`src/rtl/rf_dual_port.sv`:
```
// Register file with one accumulator-fed write port and two registered read ports.
// Adds write-to-read forwarding, an optional debug-mapped index and a post-reset clear.
//
// state | meaning
// CLEAR | zeroing registers[clr_cnt] one per cycle; requests ignored, busy high
// RUN   | normal read/write service until the next rst
module rf_dual_port #(
    parameter int DATA_WIDTH = 8,
    parameter int DEPTH      = 4,
    parameter int ADDR_WIDTH = 2,
    parameter bit DBG_EN     = 1'b1,
    parameter int DBG_IDX    = 3
) (
    input  logic                  clk,
    input  logic                  rst,
    input  logic                  ld_ce,
    input  logic [ADDR_WIDTH-1:0] ld_addr,
    input  logic                  ld_ce_b,
    input  logic [ADDR_WIDTH-1:0] ld_addr_b,
    input  logic                  st_ce,
    input  logic [ADDR_WIDTH-1:0] st_addr,
    input  logic [DATA_WIDTH-1:0] acc,
    input  logic [DATA_WIDTH-1:0] debug_reg,
    output logic [DATA_WIDTH-1:0] data,
    output logic [DATA_WIDTH-1:0] data_b,
    output logic                  busy
);

    localparam logic [ADDR_WIDTH:0]   DEPTH_W  = (ADDR_WIDTH+1)'(DEPTH);
    localparam logic [ADDR_WIDTH-1:0] LAST_IDX = ADDR_WIDTH'(DEPTH - 1);
    localparam logic [ADDR_WIDTH-1:0] DBG_ADDR = ADDR_WIDTH'(DBG_IDX);

    typedef enum logic {CLEAR, RUN} state_t;

    state_t                state_q, state_d;
    logic [ADDR_WIDTH-1:0] clr_cnt_q, clr_cnt_d;
    logic                  busy_q, busy_d;
    logic [DATA_WIDTH-1:0] data_q, data_d;
    logic [DATA_WIDTH-1:0] data_b_q, data_b_d;
    logic [DATA_WIDTH-1:0] mem_q [DEPTH];

    logic                  wr_en;
    logic [ADDR_WIDTH-1:0] wr_idx;
    logic [DATA_WIDTH-1:0] wr_data;

    function automatic logic in_range(input logic [ADDR_WIDTH-1:0] a);
        return {1'b0, a} < DEPTH_W;
    endfunction

    // Debug mapping outranks the range check and forwarding.
    function automatic logic [DATA_WIDTH-1:0] read_next(
        input logic                  ce,
        input logic [ADDR_WIDTH-1:0] addr,
        input logic [DATA_WIDTH-1:0] cur,
        input logic [DATA_WIDTH-1:0] stored
    );
        if (!ce)
            return cur;
        if (DBG_EN && addr == DBG_ADDR)
            return debug_reg;
        if (!in_range(addr))
            return '0;
        if (st_ce && st_addr == addr)
            return acc;
        return stored;
    endfunction

    always_comb begin
        state_d   = state_q;
        clr_cnt_d = clr_cnt_q;
        busy_d    = busy_q;
        data_d    = data_q;
        data_b_d  = data_b_q;
        wr_en     = 1'b0;
        wr_idx    = st_addr;
        wr_data   = acc;
        if (state_q == CLEAR) begin
            wr_en     = 1'b1;
            wr_idx    = clr_cnt_q;
            wr_data   = '0;
            clr_cnt_d = clr_cnt_q + ADDR_WIDTH'(1);
            if (clr_cnt_q == LAST_IDX) begin
                state_d = RUN;
                busy_d  = 1'b0;
            end
        end else begin
            busy_d   = 1'b0;
            wr_en    = st_ce && in_range(st_addr);
            data_d   = read_next(ld_ce, ld_addr, data_q, mem_q[ld_addr]);
            data_b_d = read_next(ld_ce_b, ld_addr_b, data_b_q, mem_q[ld_addr_b]);
        end
    end

    always_ff @(posedge clk or posedge rst) begin
        if (rst) begin
            state_q   <= CLEAR;
            clr_cnt_q <= '0;
            busy_q    <= 1'b1;
            data_q    <= '0;
            data_b_q  <= '0;
        end else begin
            state_q   <= state_d;
            clr_cnt_q <= clr_cnt_d;
            busy_q    <= busy_d;
            data_q    <= data_d;
            data_b_q  <= data_b_d;
        end
    end

    // Storage has no reset; the CLEAR sequence zeroes it instead.
    always_ff @(posedge clk) begin
        if (wr_en)
            mem_q[wr_idx] <= wr_data;
    end

    assign data   = data_q;
    assign data_b = data_b_q;
    assign busy   = busy_q;

endmodule

```
`config.mk`:
```
export PLATFORM = sky130hd
export DESIGN_NAME = rf_dual_port
export DESIGN_NICKNAME = d
export VERILOG_FILES = /design/src/rtl/rf_dual_port.sv
export SDC_FILE = /design/constraint.sdc
export NUM_CORES = 1
export LEC_CHECK = 0
export CORE_MARGIN = 2
export CORE_UTILIZATION = 45
export CTS_BUF_LIST = sky130_fd_sc_hd__clkbuf_8
export CTS_CLUSTER_DIAMETER = 60
export CTS_CLUSTER_SIZE = 28
export DETAILED_ROUTE_END_ITERATION = 8
export PLACE_DENSITY = 0.72
export SETUP_SLACK_MARGIN = 0.4
export SLEW_MARGIN = 20
export SYNTH_ARGS = -nofsm -noshare
export SYNTH_HDL_FRONTEND = slang
export SYNTH_SLANG_ARGS = --single-unit
```
`constraint.sdc`:
```
create_clock -name clk -period 1.8 [get_ports clk]
set_clock_uncertainty 0.1 [all_clocks]
set_input_delay 0.45 -clock clk [delete_from_list [all_inputs] [get_ports clk]]
set_output_delay 0.45 -clock clk [all_outputs]
set_load 0.1 [all_outputs]
```
==> results of run 1 <==
-- where the power goes --
part           switching (mW)  total, mW  leakage (nW)  internal [mW]
clock                   0.436      0.730        0.0515          0.293
sequential             0.0586       1.40         0.505           1.34
combinational           0.590       1.02         0.974          0.432
total                    1.08       3.15          1.53           2.07
-- per-stage QoR --
stage / hold WS, ns / instance area (um2)
after detailed placement: 0.3760 / 3568
after floorplan: 0.3120 / 2826
after global placement: 0.3511 / 3568
after CTS: 0.3670 / 3908
after global routing: 0.4006 / 4056
final: 0.3580 / 4056
-- cells by family after synthesis --
| kind of cell | count (synthesis) | synth area share |
|---|---|---|
| buffers and inverters | 19 | 0.03938 |
| adder cells (fa/ha/maj) | 1 | 0.004578 |
| AO/OA/AOI/OAI | 42 | 0.1071 |
| AND/OR/NAND/NOR | 79 | 0.1667 |
| XOR/XNOR | 3 | 0.009617 |
| multiplexers | 17 | 0.1374 |
| flip-flops | 52 | 0.5353 |
-- registers in the layout (all words and copies together), names as in the netlist --
register and cells:
state_q 1, data 8, mem_q 32, data_b 8, clr_cnt_q 2, busy 1
-- what timing repair did --
action,4_1_cts,5_1_grt
buffers inserted,18,8
gates cloned,1,0
pin swaps,13,12
endpoints found under the hold margin,0,0
setup endpoints to repair,73,66
resized for setup,38,22
-- layout by cell type (no fill, tap or decap), types with 4 or more instances in the layout --
master,netlist,routed
nand3b_1,16,16
nand2_1,4,4
buf_12,0,27
inv_1,5,4
a21oi_1,16,15
nand3_2,0,5
nand3_1,16,11
and2_1,11,9
a31oi_1,16,15
dfrtp_2,0,19
buf_4,1,24
nor2_1,19,18
mux4_2,15,15
edfxtp_1,32,32
clkdlybuf4s50_1,0,19
buf_6,4,9
clkbuf_8,0,5
-- layer usage --
| metal | up-vias | wire length, um | share of wire | track usage |
|---|---|---|---|---|
| met2 | 97 | 3770 | 0.52 | 0.3545 |
| li1 | 982 | - | - | - |
| met5 | - | 0 | 0 | 0 |
| met1 | 1075 | 2895 | 0.40 | 0.2635 |
| met3 | 12 | 441 | 0.061 | 0.02857 |
| met4 | 0 | 163 | 0.022 | 0.08000 |
-- area by class of cell --
cell class | count | area [um2] | share of cell area
Sequential cell | 52 | 1486 | 0.3664
Multi-Input combinational cell | 142 | 1274 | 0.3140
Tap cell | 75 | 93.84 | 0.02313
Clock inverter | 3 | 33.78 | 0.008328
Timing Repair Buffer | 85 | 1079 | 0.2659
Inverter | 5 | 21.27 | 0.005244
Clock buffer | 5 | 68.82 | 0.01696
-- how the worst min path moves through the flow --
| stage | startpoint | to | slack [ns] | cells past startpoint |
|---|---|---|---|---|
| 6_report | rst | state_q | 0.36 | 3 |
| 5_1_grt | rst | data_b[1] | 0.40 | 3 |
| 4_1_cts | rst | data_b[1] | 0.37 | 3 |
| 3_5_place_dp | busy | busy | 0.38 | 2 |
| 3_3_place_gp | busy | busy | 0.35 | 2 |
| 2_1_floorplan | rst | clr_cnt_q[0] | 0.31 | 1 |
==> impl_metrics.csv, run 1 <==
group,metric,value,unit
run_status,status,"finished, final reports clean",
setup_path,r2r_start,"state_q",
routing,via_count,2166,
synthesis,ys_top_cells_by_area,"edfxtp_1 (35%), dfrtp_1 (17%), mux4_2 (12%)",
setup_path,path_class,"flop to primary output",
grt,grt_pass1_vias,2035,
placed_design,finalWeightedCongestion,0.8063,
synthesis,synth_top_area_share,0.3516,
power_and_ir_drop,leakagePower,1.531,nW
finish,nNetsFinal,319,
floorplan,die_height,81.93,um
floorplan,ios,44,
setup_path,cp.arrival,1.07,ns
floorplan,design.die.area,0.006712,mm2
cts,clockBufferDepth,2,
synthesis,syn_nets,241,
sta,fin_ws,0.1820,ns
placed_design,port_buffers,43,
finish,final_util,0.6892,
synthesis,synth-seq-cells,52,
grt,antenna_found_initial,0,
synthesis,ys_warn_count,0,
finish,area_delta_synth_final,48.44,%
sta,period_share,0.8989,
routing,wl,7270,um
sta,finalSetupViolCount,0,
finish,n_fill_cell,381,
sta,tightest_slew,0.3553,ns
setup_path,cp-endpoint,"busy",
sta,maxSlewViolCount,0,
placed_design,dp.cells,332,
floorplan,start_util,0.4643,
synthesis,syn_inst,213,
cts,numCtsBuffers,5,
sta,rsz0062_at_grt,"yes",
floorplan,rows,28,
power_and_ir_drop,pwr_density_cell,776.8,mW/mm2
sta,max_slew_margin,0.7613,
synthesis,yosys-top-cells-count,"edfxtp_1 (32), dfrtp_1 (19), nor2_1 (19)",
setup_path,path_max_fanout,2,
synthesis,synth_top_area_cell,"edfxtp_1",
cts,cts_tree,"yes",
routing,viasPerCell,5.902,
placed_design,dp_hpwl,4691,um
synthesis,synth.distinct_cells,36,
setup_path,critPathLaunch,"busy",
setup_path,endpoint_kind,"primary output",
setup_path,crit_chain,"buf_12",
setup_path,cpPeakStageDelay,0.57,ns
placed_design,dp_slack,-0.3134,ns
synthesis,synth-edff-count,32,
synthesis,ys_seq_area_frac,0.5353,
setup_path,reg2reg_slack,0.39,ns
setup_path,r2r_cells,4,
flow_run,maxCapViolations,0,
setup_path,cp-start-kind,"flop",
routing,ant_nets,0,
cts,clockRootBuffer,"clkbuf_8",
floorplan,fp.coreArea,0.005886,mm2
finish,fin_cells,367,
cts,htreeDepth,2,
synthesis,synth_most_common_cell,"edfxtp_1",
setup_path,path_buf_inv,1,
setup_path,cp.depth,1,
synthesis,synth_area,0.002733,mm2
setup_path,worstReg2RegEnd,"mem_q[2][0]",
finish,layout-drive-gt1-share,0.4658,
synthesis,async_flop_share,0.3846,
grt,grt_overflow,0,
cts,clkLatencyLatePin,0.31,ns
sta,post-route-min-period,1.618,ns
cts,numClockSinks,52,
sta,hold_viol,0,
setup_path,worstPathRequired,1.25,ns
grt,track_usage,0.2060,
setup_path,slowest_stage,"dfstp_2",
sta,tns,0,ns
cts,clkTransAtPathRegs,0.10,ns
power_and_ir_drop,peakVddDrop,0.0005728,V
synthesis,ys.flop_type,"edfxtp_1",
routing,drt-pass1-iter-count,4,
power_and_ir_drop,p_total,3.151,mW
sta,fmax,618.0,MHz
synthesis,syn_avg_cell_area,12.83,um2
worst_hold_path,hp-class,"input port to asynchronous set/reset pin",
floorplan,fp.dieW,81.93,um
routing,wl_per_cell,19.81,um
routing,drtIter0Drc,173,
grt,grt_start_max_net_pins,21,
routing,drc,0,
cts,holdBufCountCts,0,
setup_path,cpLargestDelayFamily,"flip-flops",
finish,antenna_cells,0,
grt,grt_pass1_wl,10180,um
Power figures use the tool's default switching activity.
==> run 2, diff against run 1 <==
--- a/config.mk
+++ b/config.mk
@@ -9,10 +9,11 @@
 export CORE_UTILIZATION = 45
 export CTS_BUF_LIST = sky130_fd_sc_hd__clkbuf_8
 export CTS_CLUSTER_DIAMETER = 60
-export CTS_CLUSTER_SIZE = 28
+export CTS_CLUSTER_SIZE = 25
 export DETAILED_ROUTE_END_ITERATION = 8
 export PLACE_DENSITY = 0.72
 export SETUP_SLACK_MARGIN = 0.4
+export SKIP_CTS_REPAIR_TIMING = 1
 export SLEW_MARGIN = 20
 export SYNTH_ARGS = -nofsm -noshare
 export SYNTH_HDL_FRONTEND = slang
==> impl_metrics.csv, run 2 (synthesized netlist as in run 1, its figures left out) <==
group,metric,value,unit
finish,largest_register_ffs,32,
finish,final_util,0.6832,
floorplan,fp.coreArea,0.005886,mm2
finish,final_cell_mix,"edfxtp_1 (32), buf_12 (26), buf_4 (24)",
floorplan,die_height,81.93,um
sta,tightest_slew,0.4049,ns
cts,cts_tree,"yes",
grt,antenna_found_initial,0,
placed_design,port_buffers,43,
finish,nNetsFinal,316,
grt,grt_overflow,0,
floorplan,design.die.area,0.006712,mm2
setup_path,worstReg2RegEnd,"data[1]",
grt,grt_start_max_net_pins,21,
setup_path,endpoint_kind,"primary output",
finish,layout-drive-gt1-share,0.4429,
finish,top_register,"mem_q",
setup_path,path_max_fanout,2,
sta,max_slew_margin,0.7294,
setup_path,cpPeakStageDelay,0.57,ns
setup_path,cp-start-kind,"flop",
power_and_ir_drop,p_total,3.141,mW
setup_path,r2r_start,"state_q",
setup_path,crit_chain,"buf_12",
routing,drt-pass1-iter-count,6,
flow_run,maxCapViolations,0,
finish,layout.area.seq,0.001486,mm2
grt,grt_pass1_wl,9273,um
sta,fmax,620.6,MHz
finish,multi_input_area,0.001265,mm2
finish,final_common_cell,"edfxtp_1",
routing,route.met2.wl,3703,um
setup_path,worstPathRequired,1.25,ns
grt,grt_pass1_vias,1842,
power_and_ir_drop,pwr_density_cell,781.0,mW/mm2
setup_path,critPathLaunch,"busy",
finish,area_delta_synth_final,47.16,%
setup_path,r2r_cells,5,
placed_design,finalWeightedCongestion,0.8063,
sta,rsz0062_at_grt,"yes",
routing,drc,0,
routing,wl_met3,433,um
sta,maxSlewViolCount,0,
cts,clockBufferDepth,2,
cts,numClockSinks,52,
setup_path,path_buf_inv,1,
finish,n_fill_cell,378,
floorplan,rows,28,
sta,post-route-min-period,1.611,ns
routing,wl,7184,um
cts,clkTransAtPathRegs,0.11,ns
routing,wl_met1,2899,um
grt,track_usage,0.1849,
setup_path,slowest_stage,"dfstp_2",
routing,wl_per_cell,19.74,um
routing,highest_layer,"met4",
setup_path,path_class,"flop to primary output",
setup_path,cpLargestDelayFamily,"flip-flops",
run_status,status,"finished, final reports clean",
sta,period_share,0.8952,
routing,viasPerCell,5.821,
power_and_ir_drop,leakagePower,1.521,nW
floorplan,start_util,0.4643,
setup_path,cp.depth,1,
sta,hold_viol,0,
worst_hold_path,hp-class,"input port to asynchronous set/reset pin",
floorplan,fp.dieW,81.93,um
sta,finalSetupViolCount,0,
routing,ant_nets,0,
floorplan,ios,44,
placed_design,dp_hpwl,4691,um
sta,tns,0,ns
power_and_ir_drop,peakVddDrop,0.0005827,V
cts,htreeDepth,2,
cts,clockRootBuffer,"clkbuf_8",
routing,via_count,2119,
setup_path,cp.arrival,1.06,ns
cts,clkLatencyLatePin,0.31,ns
routing,drtIter0Drc,145,
setup_path,reg2reg_slack,0.35,ns
cts,numCtsBuffers,5,
finish,antenna_cells,0,
==> run 2: cell types whose count changed in the layout (fill, tap and decap cells not counted), sizes merged <==
cell / previous run / this run
buf: 64 / 58
clkbuf: 6 / 7
dlygate4sd2: 1 / 0
dlymetal6s2s: 0 / 3
==> run 2: worst max-delay path by stage <==
| stage | end | slack, ns |
|---|---|---|
| 6_report | busy | 0.19 |
| 5_1_grt | busy | 0.17 |
| 4_1_cts | data_b[4] | 0.02 |
| 3_5_place_dp | data_b[4] | -0.31 |
| 3_3_place_gp | data[4] | -0.26 |
| 2_1_floorplan | data_b[4] | 0.38 |
==> run 2: metal layers <==
layer	global-route usage	up-vias
li1	-	976
met1	0.2475	1043
met2	0.3122	87
met3	0.02527	13
met4	0.06000	0
met5	0	-
==> run 2: power by group <==
group          internal, mW  leakage [nW]  switching [mW]
Combinational         0.424         0.965           0.588
Sequential             1.34         0.505          0.0587
Clock                 0.293        0.0515           0.436
Total                  2.06          1.52            1.08
==> run 2: through the flow <==
stage               setup slack (ns)  instance area (um2)  cells  hold slack [ns]
detailed placement           -0.3134                 3568    332           0.3760
CTS                          0.01517                 3671    340           0.3671
global route                  0.1661                 4021    364           0.4025
floorplan                     0.3793                 2826    213           0.3120
global placement             -0.2567                 3568    332           0.3511
finish                        0.1886                 4021    364           0.3617
==> run 2: cell type report <==
type                            instances  share of cell area
Timing Repair Buffer                   82              0.2617
Clock inverter                          3            0.008401
Clock buffer                            5             0.01711
Sequential cell                        52              0.3696
Tap cell                               75             0.02334
Multi-Input combinational cell        142              0.3146
Inverter                                5            0.005289
